`config.mk`:
```
export PLATFORM = sky130hd
export DESIGN_NAME = game_sequencer_flat
export DESIGN_NICKNAME = d
export VERILOG_FILES = /design/src/rtl/game_sequencer_pkg.sv /design/src/rtl/game_sequencer_if.sv /design/src/rtl/game_sequencer_tick_gen.sv /design/src/rtl/game_sequencer.sv /design/src/flat_wrapper.sv
export SDC_FILE = /design/constraint.sdc
export NUM_CORES = 1
export LEC_CHECK = 0
export CORE_MARGIN = 1.5
export CORE_UTILIZATION = 45
export CTS_BUF_LIST = sky130_fd_sc_hd__clkbuf_16
export CTS_CLUSTER_DIAMETER = 80
export DETAILED_ROUTE_END_ITERATION = 7
export GPL_ROUTABILITY_DRIVEN = 1
export PLACE_DENSITY = 0.73
export SETUP_SLACK_MARGIN = 0.2
export SLEW_MARGIN = 20
export SYNTH_ARGS = -nofsm -noshare
export SYNTH_HDL_FRONTEND = slang
export SYNTH_HIERARCHICAL = 1
export SYNTH_SLANG_ARGS = --single-unit
```
`constraint.sdc`:
```
create_clock -name clk -period 5 [get_ports clk]
set_input_delay 1 -clock clk [delete_from_list [all_inputs] [get_ports clk]]
set_output_delay 1 -clock clk [all_outputs]
set_load 0.02 [all_outputs]
```
`src/rtl/game_sequencer_pkg.sv`:
```
// ---------------------------------------------------------------------------
// game_pkg: shared types and widths for the game sequencer.
//   state_e   - FSM state encoding (also driven out on the state port)
//   LEVEL_W   - width of the level counter
//   SCORE_W   - width of the score counter
//   LIVES_W   - width of the lives counter
// ---------------------------------------------------------------------------
package game_pkg;

    localparam int LEVEL_W = 10;
    localparam int SCORE_W = 16;
    localparam int LIVES_W = 2;
    localparam int STATE_W = 3;

    localparam logic [LEVEL_W-1:0] LEVEL_MAX = '1;
    localparam logic [SCORE_W-1:0] SCORE_MAX = '1;

    typedef enum logic [STATE_W-1:0] {
        S_IDLE      = 3'd0,
        S_PLAY      = 3'd1,
        S_PAUSED    = 3'd2,
        S_HIT       = 3'd3,
        S_LEVEL_UP  = 3'd4,
        S_GAME_OVER = 3'd5
    } state_e;

endpackage

```
`src/rtl/game_sequencer_if.sv`:
```
// ---------------------------------------------------------------------------
// game_sequencer_if: player/environment events in, game status out.
//   start_i, pause_btn_i, bar_passed_i - one-cycle event pulses
//   collision_i                        - bird/bar overlap level
//   env_tick                           - one-cycle environment step enable
//   pause                              - freeze environment
//   level, score, lives, state         - registered game status
// master: the environment/player side; slave: the sequencer.
// ---------------------------------------------------------------------------
interface game_sequencer_if;
    import game_pkg::*;

    logic               start_i;
    logic               pause_btn_i;
    logic               collision_i;
    logic               bar_passed_i;
    logic               env_tick;
    logic               pause;
    logic [LEVEL_W-1:0] level;
    logic [SCORE_W-1:0] score;
    logic [LIVES_W-1:0] lives;
    logic [STATE_W-1:0] state;

    modport master (
        output start_i, pause_btn_i, collision_i, bar_passed_i,
        input  env_tick, pause, level, score, lives, state
    );

    modport slave (
        input  start_i, pause_btn_i, collision_i, bar_passed_i,
        output env_tick, pause, level, score, lives, state
    );

endinterface

```
`src/rtl/game_sequencer_tick_gen.sv`:
```
// ---------------------------------------------------------------------------
// tick_gen: free-running 0..DIV-1 divider producing a registered one-cycle
// tick each time the count wraps.
//   clk   in  system clock
//   rst_n in  synchronous active-low reset (clears count and tick)
//   tick  out one-cycle pulse, first one DIV edges after reset release
// ---------------------------------------------------------------------------
module tick_gen #(
    parameter int DIV = 1666667
) (
    input  logic clk,
    input  logic rst_n,
    output logic tick
);

    localparam int            CW   = (DIV > 1) ? $clog2(DIV) : 1;
    localparam logic [CW-1:0] LAST = CW'(DIV - 1);

    logic [CW-1:0] cnt;

    // tick is registered off the terminal count, so it appears in the
    // cycle where the count has just wrapped back to 0.
    always_ff @(posedge clk) begin
        if (!rst_n) begin
            cnt  <= '0;
            tick <= 1'b0;
        end else begin
            tick <= (cnt == LAST);
            cnt  <= (cnt == LAST) ? '0 : cnt + 1'b1;
        end
    end

endmodule

```
`src/rtl/game_sequencer.sv`:
```
// ---------------------------------------------------------------------------
// game_sequencer: top-level game flow control for a flappy-bird style game.
//   clk   in  system clock
//   rst_n in  synchronous active-low reset
//   bus   slave modport of game_sequencer_if (events in, status out)
// Holds the play FSM, level/score/lives counters, the per-level pass counter
// and the HIT/LEVEL_UP hold counter. The environment step enable comes from
// tick_gen, which runs in every state.
// ---------------------------------------------------------------------------
module game_sequencer
    import game_pkg::*;
#(
    parameter int TICK_DIV         = 1666667,
    parameter int PASSES_PER_LEVEL = 8,
    parameter int HOLD_TICKS       = 60,
    parameter int START_LIVES      = 3
) (
    input  logic              clk,
    input  logic              rst_n,
    game_sequencer_if.slave   bus
);

    localparam int PW = $clog2(PASSES_PER_LEVEL + 1);
    localparam int HW = $clog2(HOLD_TICKS + 1);

    localparam logic [PW-1:0] PASS_TOP  = PW'(PASSES_PER_LEVEL);
    localparam logic [HW-1:0] HOLD_LAST = HW'(HOLD_TICKS - 1);

    logic env_tick;

    tick_gen #(.DIV(TICK_DIV)) u_tick_gen (
        .clk   (clk),
        .rst_n (rst_n),
        .tick  (env_tick)
    );

    state_e             state_q, state_d;
    logic               pause_q, pause_d;
    logic [LEVEL_W-1:0] level_q, level_d;
    logic [SCORE_W-1:0] score_q, score_d;
    logic [LIVES_W-1:0] lives_q, lives_d;
    logic [PW-1:0]      pass_q,  pass_d;
    logic [HW-1:0]      hold_q,  hold_d;
    logic [PW-1:0]      pass_inc;

    assign pass_inc = pass_q + 1'b1;

    always_ff @(posedge clk) begin
        if (!rst_n) begin
            state_q <= S_IDLE;
            pause_q <= 1'b1;
            level_q <= '0;
            score_q <= '0;
            lives_q <= '0;
            pass_q  <= '0;
            hold_q  <= '0;
        end else begin
            state_q <= state_d;
            pause_q <= pause_d;
            level_q <= level_d;
            score_q <= score_d;
            lives_q <= lives_d;
            pass_q  <= pass_d;
            hold_q  <= hold_d;
        end
    end

    always_comb begin
        state_d = state_q;
        level_d = level_q;
        score_d = score_q;
        lives_d = lives_q;
        pass_d  = pass_q;
        hold_d  = hold_q;

        case (state_q)
            S_IDLE, S_GAME_OVER: begin
                if (bus.start_i) begin
                    state_d = S_PLAY;
                    level_d = LEVEL_W'(1);
                    score_d = '0;
                    lives_d = LIVES_W'(START_LIVES);
                    pass_d  = '0;
                end
            end

            S_PLAY: begin
                // Collision wins outright: a bar cleared in the same cycle
                // does not score.
                if (bus.collision_i) begin
                    state_d = S_HIT;
                    lives_d = (lives_q != '0) ? lives_q - 1'b1 : '0;
                    hold_d  = '0;
                end else if (bus.bar_passed_i) begin
                    score_d = (score_q == SCORE_MAX) ? score_q : score_q + 1'b1;
                    if (pass_inc == PASS_TOP) begin
                        pass_d  = '0;
                        level_d = (level_q == LEVEL_MAX) ? level_q : level_q + 1'b1;
                        state_d = S_LEVEL_UP;
                        hold_d  = '0;
                    end else begin
                        pass_d  = pass_inc;
                    end
                end else if (bus.pause_btn_i) begin
                    state_d = S_PAUSED;
                end
            end

            S_PAUSED: begin
                if (bus.pause_btn_i) state_d = S_PLAY;
            end

            S_HIT, S_LEVEL_UP: begin
                // Hold for HOLD_TICKS environment steps; lives was already
                // decremented on HIT entry, so zero here means the last life.
                if (env_tick) begin
                    if (hold_q == HOLD_LAST) begin
                        hold_d  = '0;
                        state_d = (state_q == S_HIT && lives_q == '0) ? S_GAME_OVER
                                                                       : S_PLAY;
                    end else begin
                        hold_d  = hold_q + 1'b1;
                    end
                end
            end

            default: state_d = S_IDLE;
        endcase

        pause_d = (state_d != S_PLAY);
    end

    assign bus.env_tick = env_tick;
    assign bus.pause    = pause_q;
    assign bus.level    = level_q;
    assign bus.score    = score_q;
    assign bus.lives    = lives_q;
    assign bus.state    = state_q;

endmodule

```
`src/flat_wrapper.sv`:
```
// flat-port wrapper written by rule: the top's interface ports become plain ports
module game_sequencer_flat import game_pkg::*;
#(
    parameter int TICK_DIV         = 1666667,
    parameter int PASSES_PER_LEVEL = 8,
    parameter int HOLD_TICKS       = 60,
    parameter int START_LIVES      = 3
)
  (clk, rst_n, bus_start_i, bus_pause_btn_i, bus_collision_i, bus_bar_passed_i, bus_env_tick, bus_pause, bus_level, bus_score, bus_lives, bus_state);
  game_sequencer_if bus_i ();
  input  logic clk;
  input  logic rst_n;
  input wire logic [$bits(bus_i.start_i)-1:0] bus_start_i;
  input wire logic [$bits(bus_i.pause_btn_i)-1:0] bus_pause_btn_i;
  input wire logic [$bits(bus_i.collision_i)-1:0] bus_collision_i;
  input wire logic [$bits(bus_i.bar_passed_i)-1:0] bus_bar_passed_i;
  output wire logic [$bits(bus_i.env_tick)-1:0] bus_env_tick;
  output wire logic [$bits(bus_i.pause)-1:0] bus_pause;
  output wire logic [$bits(bus_i.level)-1:0] bus_level;
  output wire logic [$bits(bus_i.score)-1:0] bus_score;
  output wire logic [$bits(bus_i.lives)-1:0] bus_lives;
  output wire logic [$bits(bus_i.state)-1:0] bus_state;
  assign bus_i.start_i = bus_start_i;
  assign bus_i.pause_btn_i = bus_pause_btn_i;
  assign bus_i.collision_i = bus_collision_i;
  assign bus_i.bar_passed_i = bus_bar_passed_i;
  assign bus_env_tick = bus_i.env_tick;
  assign bus_pause = bus_i.pause;
  assign bus_level = bus_i.level;
  assign bus_score = bus_i.score;
  assign bus_lives = bus_i.lives;
  assign bus_state = bus_i.state;
  game_sequencer #(.TICK_DIV(TICK_DIV), .PASSES_PER_LEVEL(PASSES_PER_LEVEL), .HOLD_TICKS(HOLD_TICKS), .START_LIVES(START_LIVES)) u_core (.clk(clk), .rst_n(rst_n), .bus(bus_i));
endmodule
```
== After elaboration in Yosys (flattened, before gate mapping) ==
Cells that the tools add are included.
Word-level totals
  register bits after elaboration: 64
  input bits: 6
  logic and storage cells: 87
  output and inout port bits: 33
Operators by class
  reductions and logical operators: 14
  bitwise operators: 1
  add/sub/neg operators: 6
  multiplexer cells: 36
  equal/unequal tests: 21
Operator list (count)
  two-way mux 16 bit: 4
  two-way mux 10 bit: 5
  one-hot mux 16 bit (2 select lines): 1
  two-way mux 6 bit: 5
  two-way mux 3 bit: 9
  adder 21 x 1 -> 21 bit, second input constant: 1
  equality test 21 bit, second input constant: 1
  one-hot mux 10 bit (2 select lines): 1
  adder 16 x 1 -> 16 bit, second input constant: 1
  equality test 16 bit, second input constant: 1
  two-way mux 4 bit: 4
  != test 2 bit, second input constant: 7
  one-hot mux 3 bit (4 select lines): 1
  one-hot mux 6 bit (2 select lines): 1
  adder 10 x 1 -> 10 bit, second input constant: 1
  equality test 10 bit, second input constant: 1
  one-hot mux 4 bit (2 select lines): 1
  AND reduction 4 bit: 2
  adder 6 x 1 -> 6 bit, second input constant: 1
  equality test 3 x 2 -> 1 bit, second input constant: 2
  equality test 3 bit, second input constant: 2
  equality test 6 bit, second input constant: 1
  two-way mux 2 bit: 3
  AND reduction 6 bit: 1
  17 further kinds: 21

== Depth between registers and ports, before layout ==
Gate-level depths: netlist of the first run.
  depth in word-level cells: 7
  mapped depth: 7
  mapped depth without buffers: 6

== By module ==
The synthesis of the first run kept the hierarchy.
By module, submodules not included
  game_sequencer: sequential area each 840.8 um^2, instances 1, area an instance 2337.2 um^2, cells each 284
  tick_gen: sequential area each 440.4 um^2, instances 1, area an instance 1112.3 um^2, cells each 119

== Worst setup path after synthesis of the first run ==
No wires, ideal clock.
  kind: input to register
  start point: in bus_collision_i
  end point: reg u_core.level_q[5] (netlist: u_core/bus.level[5])
  setup slack: 2101 ps
  library setup time: 71 ps
  arrival time: 2829 ps
  stages: 6
  buffers on the path: 1
  data required time: 4929 ps
  cells stage by stage: or3b_1 a221o_1 or3_1 buf_2 or4_1 a21oi_1
On the way
  word-level cells in the longest chain between the ends: 2
RTL lines
  from (decl): RTL line flat_wrapper.sv:15  | input wire logic [$bits(bus_i.collision_i)-1:0] bus_collision_i;
  != test 2 bit (no line)
  AND reduction 6 bit (no line)
  to (signal assigned): RTL line game_sequencer.sv:60  | level_q <= level_d;
  to (decl): RTL line game_sequencer.sv:39  | logic [LEVEL_W-1:0] level_q, level_d;
No other way between the ends.
A chain may end at the register's enable or synchronous reset.

== Worst setup path after layout of the first run ==
  start point: in bus_bar_passed_i
  end point: reg u_core.level_q[5] (netlist: u_core/bus.level[5])
On the way
  word-level cells in the longest chain between the ends: 2
RTL lines
  from (decl): RTL line flat_wrapper.sv:16  | input wire logic [$bits(bus_i.bar_passed_i)-1:0] bus_bar_passed_i;
  != test 2 bit (no line)
  AND reduction 6 bit (no line)
No other way between the ends.

==> results of run 1 <==
logic make-up (layout without fill, tap and decap cells):
family / Yosys count / count (layout)
and+or+nand+nor: 197 / 197
adders and majority gates: 7 / 7
xor gates and xnor gates: 23 / 23
muxes: 3 / 3
DFF: 64 / 64
AOI/OAI and AO/OA: 82 / 82
buffers and inverters: 27 / 65
metrics by stage:
step                      std cells  setup slack (ns)  cell area (µm²)
after floorplan                 403              2.10             3450
after global placement          525              1.32             3890
after detailed placement        525              1.27             3890
after CTS                       540              1.58             4170
after global routing            540              1.47             4170
final                           540              1.56             4170
cells in the mapped netlist, drive strengths merged (10+ instances only):
library cell / n / area (µm²)
o21ai: 12 / 60.1
nor3: 11 / 65.1
nor2: 36 / 138
nor4: 17 / 159
nand4: 18 / 134
a21boi: 11 / 82.6
xnor2: 19 / 166
dfxtp: 64 / 1280
clkbuf: 11 / 41.3
a21oi: 22 / 110
inv: 10 / 37.5
nand2: 32 / 123
nand3: 24 / 125
metal layers:
metal,GRT usage [%],up-vias,part of all wire (%)
met2,31.0,72,47
met1,24.8,1470,47
met5,0,-,0
li1,-,1580,-
met4,8.60,0,1.6
met3,3.96,13,4.2
worst min-delay path by stage:
| stage | to | slack [ns] | cells past startpoint |
|---|---|---|---|
| floorplan | u_core/hold_q[4] | 0.44 | 1 |
| global placement | u_core/hold_q[1] | 0.46 | 2 |
| detailed placement | u_core/u_tick_gen/cnt[0] | 0.48 | 1 |
| CTS | u_core/u_tick_gen/cnt[0] | 0.49 | 1 |
| global route | u_core/u_tick_gen/cnt[0] | 0.51 | 1 |
| finish | u_core/u_tick_gen/cnt[0] | 0.48 | 1 |
registers in the layout, indices dropped and copies added (netlist names):
name                    flops
u_core/u_tick_gen/tick      1
u_core/u_tick_gen/cnt      21
u_core/hold_q               6
u_core/bus.lives            2
u_core/bus.pause            1
u_core/bus.score           16
u_core/bus.state            3
u_core/bus.level           10
u_core/pass_q               4
final cells by class:
cell class	instances	area, µm²
Clock buffer	9	225
Multi-Input combinational cell	312	2060
Clock inverter	6	52.6
Inverter	10	37.5
Fill cell	670	3160
Tap cell	99	124
Timing Repair Buffer	40	395
Sequential cell	64	1280
placed cells by master, fill, tap and decap left out, types with 5 or more instances in the layout:
master	n
nand4_1	16
or3_1	6
and2_1	5
a21oi_1	22
nand3_1	23
ha_1	7
inv_1	11
nand2b_1	5
and4_1	5
nor4_1	10
nor2_1	35
nor3_1	9
nor3b_1	5
xnor2_1	19
dfxtp_1	64
or4_1	9
nand3b_1	5
clkbuf_16	9
a21boi_0	11
clkdlybuf4s50_1	38
o31ai_1	7
o21ai_0	12
nor4_2	6
nand2_1	31
report_power, final:
group	internal, mW	switching [mW]	total [mW]
clock	0.376	0.207	0.583
combinational	0.0604	0.0998	0.160
sequential	0.524	0.0214	0.545
total	0.960	0.329	1.29
==> out/results.ini, run 1 <==
[routing]
viasPerCell=5.81
drt-initial-drc-count=172
drc=0
wirelength_mm=7.85
vias=3135
dr.pass1.iters=4
ant_nets=0
wl_per_cell_um=14.5

[die]
die_y_um=90.6
fp.coreArea_um2=7330
initial_utilization_pct=47.1
num_rows=31
die_x_um=90.6
die_area_um2=8200
ioPinCount=39

[setup_path]
cp-startpoint=bus_bar_passed_i
crit_chain=clkdlybuf4s50_1 > or3b_1 > a221o_1 > or3_1 > or4_1 > a21oi_1
worstPathMaxFanout=17
crit_path_end=u_core/bus.level[5]
reg2reg_to=u_core/bus.level[5]
cp.required_ns=5.24
cp-end-kind=flip-flop
path_class=input port to flip-flop
crit_path_top_delay_cell=a221o_1
cp.depth=6
critPathBufInv=1
reg2reg_from=u_core/bus.state[2]
start_kind=input port
arrival_ns=3.67
cpLargestDelayFamily=simple AND/OR/NAND/NOR gates
regToRegSetupSlack_ns=2.27
slowest_delay_ns=0.58
rr_worst_depth=5

[flow_run]
maxCapViolCount=0

[timing]
setup_viol=0
skew_ns=0.00780
post-route-min-period_ns=3.44
period_share_pct=68.7
whs_ns=0.483
hold_viol=0
rsz0062_at_grt=no
slew_headroom_pct=49.1
setup_tns_ns=0
slew_viol_final=0
tightest_slew_ns=0.761
fmax_mhz=291

[global_routing]
grt_max_degree=27
track_usage_pct=19.3
grt_pass1_wl_mm=13.1
antenna_found_initial=0
grt.overflow.total=0
grt_pass1_vias=2820

[yosys]
synth_compound_area_share_pct=16.2
synth_edf_count=0
muxShareOfSynthArea_pct=0.907
synth.avg_cell_area_um2=8.56
ys_seq_elements=64
ys_types=66
syn_area_um2=3450
seq_area_frac_synth_pct=37.1
synth_ff_type=dfxtp_1
synth_nets=416
synth_xor_area_share_pct=5.84
synth-simple-area-share_pct=34.2
yosysWarnings=6
async_flop_share_pct=0
synth_cells=403
synth_top_family_by_area=simple AND/OR/NAND/NOR gates
synthAdderAreaFrac_pct=2.54

[cells_and_area]
nets=450
drive_gt1_share_pct=8.84
n_antenna_cell=0
fin_util_pct=56.9
area.growth.synth_to_final_pct=21.0

[clock_tree]
postCtsHoldBufs=0
cts_setup_buffers=0
clkLatencyLatePin_ns=0.32
cts_tree=yes
cts.sinks=64
clkTransAtPathRegs_ns=0.05
htree_levels=3
cts_resized=0
numCtsBuffers=9
cts_buffer_depth=2
cts-root-buf=clkbuf_16

[outcome]
status=finished clean

[power]
ir_drop_mv=0.191
p_leak_nw=1.34
powerDensity_nw_per_um2=309
finalPower_mw=1.29

[min_path]
hold_class=flip-flop to flip-flop
hold_path_startpoint=u_core/u_tick_gen/cnt[0]

[placement]
gp_congestion=0.887
portBuffers=38
dp_hpwl_mm=5.33

(Power assumes the default switching activity.)
==> inputs of run 2 (changes only) <==
Clock period 5 ns to 3.59 ns, I/O delays scaled along.
==> run 2 against run 1 <==
Register-to-register slack got worse by 1.2 ns. Combinational power rose by 42%. Core utilization fell by 0.068 points. Critical endpoint is now u_core/bus.level[7].
==> out/results.ini, run 2 (synthesized netlist as in run 1, its figures left out) <==
[clock_tree]
cts_tree=yes
clkTransAtPathRegs_ns=0.05  ; about the same
postCtsHoldBufs=0  ; unchanged
htree_levels=3  ; unchanged
numCtsBuffers=9  ; unchanged
cts-root-buf=clkbuf_16
clkLatencyLatePin_ns=0.33  ; about the same
cts_setup_buffers=0  ; unchanged
cts.sinks=64  ; unchanged
cts_buffer_depth=2  ; unchanged
cts_resized=0  ; unchanged

[global_routing]
grt.overflow.total=0  ; unchanged
grt_pass1_vias=2965  ; +5.1%
grt_pass1_wl_mm=13.5  ; +3.1%
track_usage_pct=19.9  ; +0.63 points
grt_max_degree=26  ; -3.7%
antenna_found_initial=0  ; unchanged

[placement]
gp_congestion=0.812  ; -8.4%
dp_hpwl_mm=5.43  ; +2.0%
post-place-ws_ns=0.431  ; -0.842 ns
post_dp_cell_area_um2=3910  ; +0.39%
place_inst=527  ; +0.38%
portBuffers=38  ; unchanged

[power]
cellInternalPower_mw=1.27  ; +32%
powerDensity_nw_per_um2=415  ; +35%
switchingPower_mw=0.460  ; +40%
clkPwrFrac_pct=43.0  ; -2.3 points
p_leak_nw=1.34  ; +0.16%
ir_drop_mv=0.330  ; +73%
comb_power_share_pct=13.1  ; +0.7 points
sw_frac_of_total_pct=26.6  ; +1.1 points
seq_power_share_pct=43.9  ; +1.6 points

[timing]
fmax_mhz=350
period_share_pct=79.7
slew_headroom_pct=52.6  ; +3.5 points
skew_ns=0.00482  ; -0.00298 ns
rsz0062_at_grt=no
setup_tns_ns=0  ; unchanged
final.setup.worst_slack_ns=0.730  ; -0.833 ns
tightest_slew_ns=0.709  ; -0.0527 ns
hold_viol=0  ; unchanged
post-route-min-period_ns=2.86
slew_viol_final=0  ; unchanged
setup_viol=0  ; unchanged

[die]
die_x_um=90.6  ; unchanged
die_area_um2=8200  ; unchanged
ioPinCount=39  ; unchanged
num_rows=31  ; unchanged
die_y_um=90.6  ; unchanged
initial_utilization_pct=47.1  ; unchanged
fp.coreArea_um2=7330  ; unchanged

[cells_and_area]
area.growth.synth_to_final_pct=20.8
nets=452  ; +0.44%
stdcell_area_um2=4170  ; -0.12%
final_cells=543  ; +0.56%
regMostFlops=u_core/u_tick_gen/cnt
n_antenna_cell=0  ; unchanged
fin_util_pct=56.9  ; -0.068 points
most-common-layout-cells=64 x dfxtp_1, 38 x clkdlybuf4s50_1, 35 x nor2_1, 31 x nand2_1, 23 x nand3_1
layout_commonest_cell=dfxtp_1
largest_register_ffs=21  ; unchanged
drive_gt1_share_pct=9.01  ; +0.17 points

[setup_path]
cp.required_ns=3.85  ; -1.39 ns
worstPathMaxFanout=8  ; -9
cp-end-kind=flip-flop
arrival_ns=3.12  ; -0.55 ns
path_class=input port to flip-flop
start_kind=input port

[routing]
wirelength_mm=7.78  ; -0.97%
dr_wl_met2_mm=3.71  ; +0.79%
viasPerCell=5.78  ; -0.46%
wl_per_cell_um=14.3  ; -1.5%
wl_met1_mm=3.65  ; -1.7%
ant_nets=0  ; unchanged
vias=3138  ; +0.096%
dr.pass1.iters=4  ; unchanged
top_layer=met4
drt-initial-drc-count=156  ; -9.3%
wl_met3_um=302  ; -8.8%
drc=0  ; unchanged

[outcome]
status=finished clean

[flow_run]
maxCapViolCount=0  ; unchanged

[min_path]
hold_class=flip-flop to flip-flop

==> run 2: final timing paths <==
kind,start,to,slack (ns),cells after the start
setup reg to reg,u_core/bus.state[0],u_core/bus.score[6],1.03,5
setup / recovery,bus_bar_passed_i,u_core/bus.level[7],0.73,6
hold / removal,u_core/hold_q[1],u_core/hold_q[1],0.49,2
hold reg to reg,u_core/hold_q[1],u_core/hold_q[1],0.49,2
==> run 2: cell type report <==
cell class	count	area (µm²)
timing repair buffer	42	410
fill	656	3160
clock inverter	7	32.5
tap	99	124
clock buffer	9	225
multi-input combinational	312	2060
inverter	10	37.5
sequential	64	1280
==> run 2: stage by stage <==
step / hold slack [ns] / power, mW
4_1_cts: 0.482 / 1.75
6_report: 0.490 / 1.73
2_1_floorplan: 0.445 / 0.921
5_1_grt: 0.504 / 1.81
3_3_place_gp: 0.466 / 0.993
3_5_place_dp: 0.479 / 0.998
==> run 2: routing by layer <==
metal,vias to the layer above,global-route usage [%]
li1,1582,-
met1,1476,25.0
met2,69,32.1
met3,11,5.22
met4,0,8.60
met5,-,0
==> run 2: worst max-delay path: stages <==
cell,delay [ns]
clkdlybuf4s50_1,0.53
or3b_1,0.38
a221o_1,0.36
or3_1,0.48
or4_1,0.50
a21oi_1,0.15
==> run 2: power by group through the flow <==
stage	combinational, mW	sequential [mW]	clock, mW
after floorplan	0.143	0.778	0
after global routing	0.247	0.763	0.801
after CTS	0.226	0.759	0.763
after detailed placement	0.224	0.774	0
after global placement	0.220	0.773	0
final	0.227	0.760	0.745
